**config.mk**
```make
export PLATFORM = sky130hd
export DESIGN_NAME = fetch_unit
export DESIGN_NICKNAME = d
export VERILOG_FILES = /design/src/rtl/fetch_pkg.sv /design/src/rtl/fetch_next_pc.sv /design/src/rtl/fetch_unit.sv
export SDC_FILE = /design/constraint.sdc
export NUM_CORES = 1
export LEC_CHECK = 0
export BUFFER_PORTS_ARGS = -buffer_cell sky130_fd_sc_hd__buf_2
export CAP_MARGIN = 10
export CORE_ASPECT_RATIO = 1.25
export CORE_UTILIZATION = 39
export DETAILED_ROUTE_END_ITERATION = 16
export GPL_ROUTABILITY_DRIVEN = 0
export PLACE_DENSITY = 0.68
export SLEW_MARGIN = 20
export SYNTH_ARGS = -nofsm -noshare
export SYNTH_HDL_FRONTEND = slang
export SYNTH_SLANG_ARGS = --single-unit
```
**constraint.sdc**
```tcl
create_clock -name clk -period 5.8 [get_ports clk]
set_input_delay 0.58 -clock clk [delete_from_list [all_inputs] [get_ports clk]]
set_output_delay 0.58 -clock clk [all_outputs]
set_load 0.1 [all_outputs]
```
**src/rtl/fetch_pkg.sv**
```systemverilog
// Shared widths, constants and state encoding for the instruction fetch stage.
// Imported by fetch_unit and its next-pc mux.
package fetch_pkg;

  localparam int ADDR_W  = 10;
  localparam int INSTR_W = 32;
  localparam int CNT_W   = 16;

  localparam logic [INSTR_W-1:0] NOP_INSTR = 32'h0;

  typedef logic [ADDR_W-1:0] addr_t;

  typedef enum logic [1:0] {
    BOOT = 2'd0,
    RUN  = 2'd1,
    HALT = 2'd2
  } fetch_state_e;

  // Word addresses wrap modulo 2**ADDR_W.
  function automatic addr_t addr_inc(input addr_t a);
    return a + addr_t'(1);
  endfunction

endpackage

```
**src/rtl/fetch_next_pc.sv**
```systemverilog
// Next-pc priority mux (rst > halt > redirect > stall > increment) and imem address select.
// Purely combinational; a stall re-reads the instruction currently being presented.
module fetch_next_pc
  import fetch_pkg::*;
(
  input  logic              rst_i,
  input  logic              halt_i,
  input  logic              redirect_i,
  input  logic              stall_i,
  input  logic [ADDR_W-1:0] redirect_addr_i,
  input  logic [ADDR_W-1:0] fetch_pc_i,
  input  logic [ADDR_W-1:0] data_pc_i,
  output logic [ADDR_W-1:0] fetch_pc_o,
  output logic [ADDR_W-1:0] data_pc_o,
  output logic [ADDR_W-1:0] imem_addr_o
);

  always_comb begin
    fetch_pc_o  = addr_inc(fetch_pc_i);
    data_pc_o   = fetch_pc_i;
    imem_addr_o = fetch_pc_i;
    if (rst_i) begin
      fetch_pc_o  = '0;
      data_pc_o   = '0;
      imem_addr_o = '0;
    end else if (halt_i) begin
      fetch_pc_o  = fetch_pc_i;
      data_pc_o   = data_pc_i;
      imem_addr_o = fetch_pc_i;
    end else if (redirect_i) begin
      // Target is read this cycle so its data lands with the next edge.
      fetch_pc_o  = addr_inc(redirect_addr_i);
      data_pc_o   = redirect_addr_i;
      imem_addr_o = redirect_addr_i;
    end else if (stall_i) begin
      fetch_pc_o  = fetch_pc_i;
      data_pc_o   = data_pc_i;
      imem_addr_o = data_pc_i;
    end
  end

endmodule

```
**src/rtl/fetch_unit.sv**
```systemverilog
// Fetch stage: drives a synchronous-read imem, presents instr/pc to decode one cycle later.
// Stall holds the presented instruction, redirect squashes it, halt stops fetch until reset.
module fetch_unit
  import fetch_pkg::*;
(
  input  logic               clk,
  input  logic               rst,
  input  logic               stall,
  input  logic               redirect,
  input  logic [ADDR_W-1:0]  redirect_addr,
  input  logic               halt,
  output logic [ADDR_W-1:0]  imem_addr,
  input  logic [INSTR_W-1:0] imem_instr,
  output logic [INSTR_W-1:0] if_instr,
  output logic [ADDR_W-1:0]  if_pc,
  output logic [ADDR_W-1:0]  if_pc_plus1,
  output logic               if_valid,
  output logic [CNT_W-1:0]   fetch_count
);

  fetch_state_e      state_q, state_d;
  logic [ADDR_W-1:0] fetch_pc_q, fetch_pc_d;
  logic [ADDR_W-1:0] data_pc_q, data_pc_d;
  logic              valid_q, valid_d;
  logic [CNT_W-1:0]  count_q, count_d;

  logic halt_eff, redirect_eff, stall_eff;
  logic accept;

  // Controls are only honoured in RUN; HALT looks like a permanent halt, BOOT like a plain step.
  always_comb begin
    state_d      = state_q;
    valid_d      = valid_q;
    halt_eff     = 1'b0;
    redirect_eff = 1'b0;
    stall_eff    = 1'b0;
    case (state_q)
      BOOT: begin
        state_d = RUN;
        valid_d = 1'b1;
      end
      RUN: begin
        halt_eff     = halt;
        redirect_eff = redirect;
        stall_eff    = stall;
        if (halt) begin
          state_d = HALT;
          valid_d = 1'b0;
        end else if (redirect || !stall) begin
          valid_d = 1'b1;
        end
      end
      HALT: begin
        halt_eff = 1'b1;
        valid_d  = 1'b0;
      end
      default: begin
        state_d = BOOT;
        valid_d = 1'b0;
      end
    endcase
  end

  fetch_next_pc u_next_pc (
    .rst_i           (rst),
    .halt_i          (halt_eff),
    .redirect_i      (redirect_eff),
    .stall_i         (stall_eff),
    .redirect_addr_i (redirect_addr),
    .fetch_pc_i      (fetch_pc_q),
    .data_pc_i       (data_pc_q),
    .fetch_pc_o      (fetch_pc_d),
    .data_pc_o       (data_pc_d),
    .imem_addr_o     (imem_addr)
  );

  assign if_valid    = (state_q == RUN) && valid_q;
  assign if_instr    = if_valid ? imem_instr : NOP_INSTR;
  assign if_pc       = data_pc_q;
  assign if_pc_plus1 = addr_inc(data_pc_q);
  assign fetch_count = count_q;

  assign accept  = if_valid && !stall && !redirect;
  assign count_d = accept ? count_q + CNT_W'(1) : count_q;

  always_ff @(posedge clk) begin
    if (rst) begin
      state_q    <= BOOT;
      fetch_pc_q <= '0;
      data_pc_q  <= '0;
      valid_q    <= 1'b0;
      count_q    <= '0;
    end else begin
      state_q    <= state_d;
      fetch_pc_q <= fetch_pc_d;
      data_pc_q  <= data_pc_d;
      valid_q    <= valid_d;
      count_q    <= count_d;
    end
  end

endmodule

```
==> results.ini <==
[status]
status = completed

[cts]
cts_hold_buf = 0
post_cts_buffers = 0
ctsHtreeMaxLevel = 2
cts_buffers = 5
cts_tree = built
clock_latency_ps = 300
clock-sinks = 39
cts_resized = 0
clockRootBuffer = clkbuf_8
path_clk_slew_ps = 80
cts_buffer_depth = 2

[timing]
fin_skew_ps = 6.960
final_hold_viol_count = 0
finalCritPeriodShare_pct = 68.75
timing.slew.headroom_pct = 34.81
rsz0062_at_grt = no
tns_ps = 0
drv_slew = 0
finalSetupViolCount = 0
worst_pin_slew_ps = 977.9
period_minus_slack_ps = 3988
max_clock_freq_mhz = 250.8

[route]
antenna_left = 0
dr.pass1.iters = 5
wirelength_mm = 8.590
drc = 0
wl_per_cell_um = 14.73
drt_iter0_markers = 306
viasPerCell = 5.516
dr_total_vias = 3216

[yosys]
syn_nets = 442
synthCells = 388
synth_edf_count = 0
synth_flop_cell = dfxtp_1
async_reset_ff_share_pct = 0
yosysSeqAreaShare_pct = 27.97
yosys_register_bits = 39
synth_cell_types = 52
synth.cell_area_um2 = 2791
ys_warn_count = 0
syn_area_per_cell_um2 = 7.194

[global_route]
grt_pass1_vias = 2942
grt_max_degree = 52
grt_pass1_wl_mm = 14.14
antenna_found_initial = 0
grt_usage_pct = 23.58
overflow = 0

[floorplanning]
placeableCoreArea_um2 = 6934
die_height_um = 96.59
start_util_pct = 40.26
ios = 126
die_w_um = 77.67
die_area_um2 = 7502
rows = 34

[min_path]
min_path_type = flop to flop

[worst_setup_path]
cp.arrival_ps = 3410
endpoint_kind = primary output
start_kind = flop
crit_fanout = 40
worstPathRequired_ps = 5220
worst-setup-path-type = flop to primary output

[placement]
port_buffers = 125
placed_area_um2 = 3411
hpwl_mm = 6.294

[pwr]
peakVddDrop_v = 0.0003246
leakage_nw = 1.671
p_total_w = 0.002127
powerDensity_nw_per_um2 = 600.2

[finish]
drive_above_1_share_pct = 28.19
fin_area_um2 = 3543
syn2layout_area_growth_pct = 26.94
insertedDiodeCount = 0
fin_util_pct = 51.10
nets = 546

[run]
maxCapViolCount = 0

==> final cells by class <==
| type | instances | area, um2 |
|---|---|---|
| flip-flops and latches | 39 | 780.7 |
| inverters | 8 | 30.03 |
| clock inverters | 2 | 60.06 |
| clock buffers | 6 | 72.57 |
| well taps | 90 | 112.6 |
| fillers | 711 | 3391 |
| repair buffers | 126 | 633.1 |
| multi-input cells | 312 | 1854 |
==> where the power goes <==
part	total (W)	leakage, nW	switching [W]	internal, W
Clock	0.000274	0.0654	0.000102	0.000172
Sequential	0.000423	0.317	0.000103	0.000319
Combinational	0.00143	1.29	0.00116	0.000269
Total	0.00213	1.67	0.00137	0.000761
==> cell usage after synthesis (all sizes together), types with 2 or more instances <==
| cell | n | area [um2] |
|---|---|---|
| and2 | 9 | 58.81 |
| nor3 | 11 | 55.05 |
| clkbuf | 23 | 87.58 |
| ha | 7 | 87.58 |
| nor2 | 45 | 168.9 |
| a22oi | 2 | 15.01 |
| o211ai | 8 | 60.06 |
| or2 | 2 | 12.51 |
| nand2 | 41 | 153.9 |
| nand3 | 13 | 65.06 |
| and4 | 2 | 17.52 |
| and3 | 32 | 200.2 |
| mux2 | 2 | 22.52 |
| inv | 8 | 30.03 |
| o22ai | 10 | 62.56 |
| or3 | 4 | 25.02 |
| mux2i | 2 | 20.02 |
| nor2b | 5 | 31.28 |
| nor3b | 5 | 37.54 |
| xor2 | 7 | 61.31 |
| nor4 | 2 | 12.51 |
| a21oi | 21 | 105.1 |
| dfxtp | 39 | 780.8 |
| nand4 | 18 | 127.6 |
| a211oi | 6 | 45.04 |
| o21ai | 22 | 110.1 |
| xnor2 | 13 | 113.9 |
| a41oi | 2 | 17.52 |
| nand3b | 2 | 15.01 |
| a31oi | 5 | 31.28 |
| buf | 6 | 38.78 |
==> flip-flops by register name, indices dropped and copies added (netlist names) <==
signal       cells
valid_q          1
fetch_pc_q      10
state_q          2
fetch_count     16
if_pc           10
==> final timing paths <==
path	from	endpoint	slack [ps]	cells past startpoint
setup / recovery	state_q[1]	imem_addr[4]	1810	8
hold / removal	fetch_count[10]	fetch_count[10]	510	2
setup reg to reg	state_q[1]	fetch_pc_q[4]	2370	9
hold reg to reg	fetch_count[10]	fetch_count[10]	510	2
==> layout by cell type, fill, tap and decap left out, types with 8 or more instances in the layout <==
master / netlist / final
o21ai_0: 20 / 20
nand3_1: 13 / 13
a21oi_1: 21 / 21
nor2_1: 45 / 45
and2_1: 8 / 8
xnor2_1: 13 / 13
dfxtp_1: 39 / 39
o22ai_1: 10 / 10
nor3_1: 11 / 11
and3_1: 32 / 32
nand4_1: 17 / 17
buf_2: 1 / 125
nand2_1: 41 / 41
o211ai_1: 8 / 8
inv_1: 8 / 8
==> cell families (layout without fill, tap and decap cells) <==
group	count (synthesis)	in the layout	synth area share (%)
adder cells (fa/ha/maj)	7	7	3.137
multiplexers	4	4	1.524
buffers and inverters	37	142	5.603
flip-flops	39	39	27.97
XOR/XNOR	20	20	6.275
AO/OA/AOI/OAI	85	85	18.78
AND/OR/NAND/NOR	196	196	36.71
==> critical path, stage by stage (launching register included) <==
cell      delay, ps
dfxtp_1         330
inv_1            90
ha_1            810
buf_4           320
o21a_1          350
and2_1          430
nor2_1           70
a211oi_1        220
buf_2           470
==> metal layers <==
metal / global-route usage (%) / up-vias / part of all wire, %
li1: - / 1602 / -
met1: 29.46 / 1464 / 42
met2: 40.19 / 132 / 49
met3: 3.850 / 18 / 6.8
met4: 10.22 / 0 / 2.1
met5: 0 / - / 0
==> per-stage QoR <==
stage / std cells / hold slack (ps) / setup slack, ps
6_report: 583 / 512.6 / 1812
5_1_grt: 583 / 533.9 / 1549
4_1_cts: 583 / 512.6 / 1850
3_5_place_dp: 575 / 500.3 / 2185
3_3_place_gp: 575 / 481.4 / 2300
2_1_floorplan: 388 / 470.3 / 1503
Note: power is estimated with default switching activity, not from simulation.
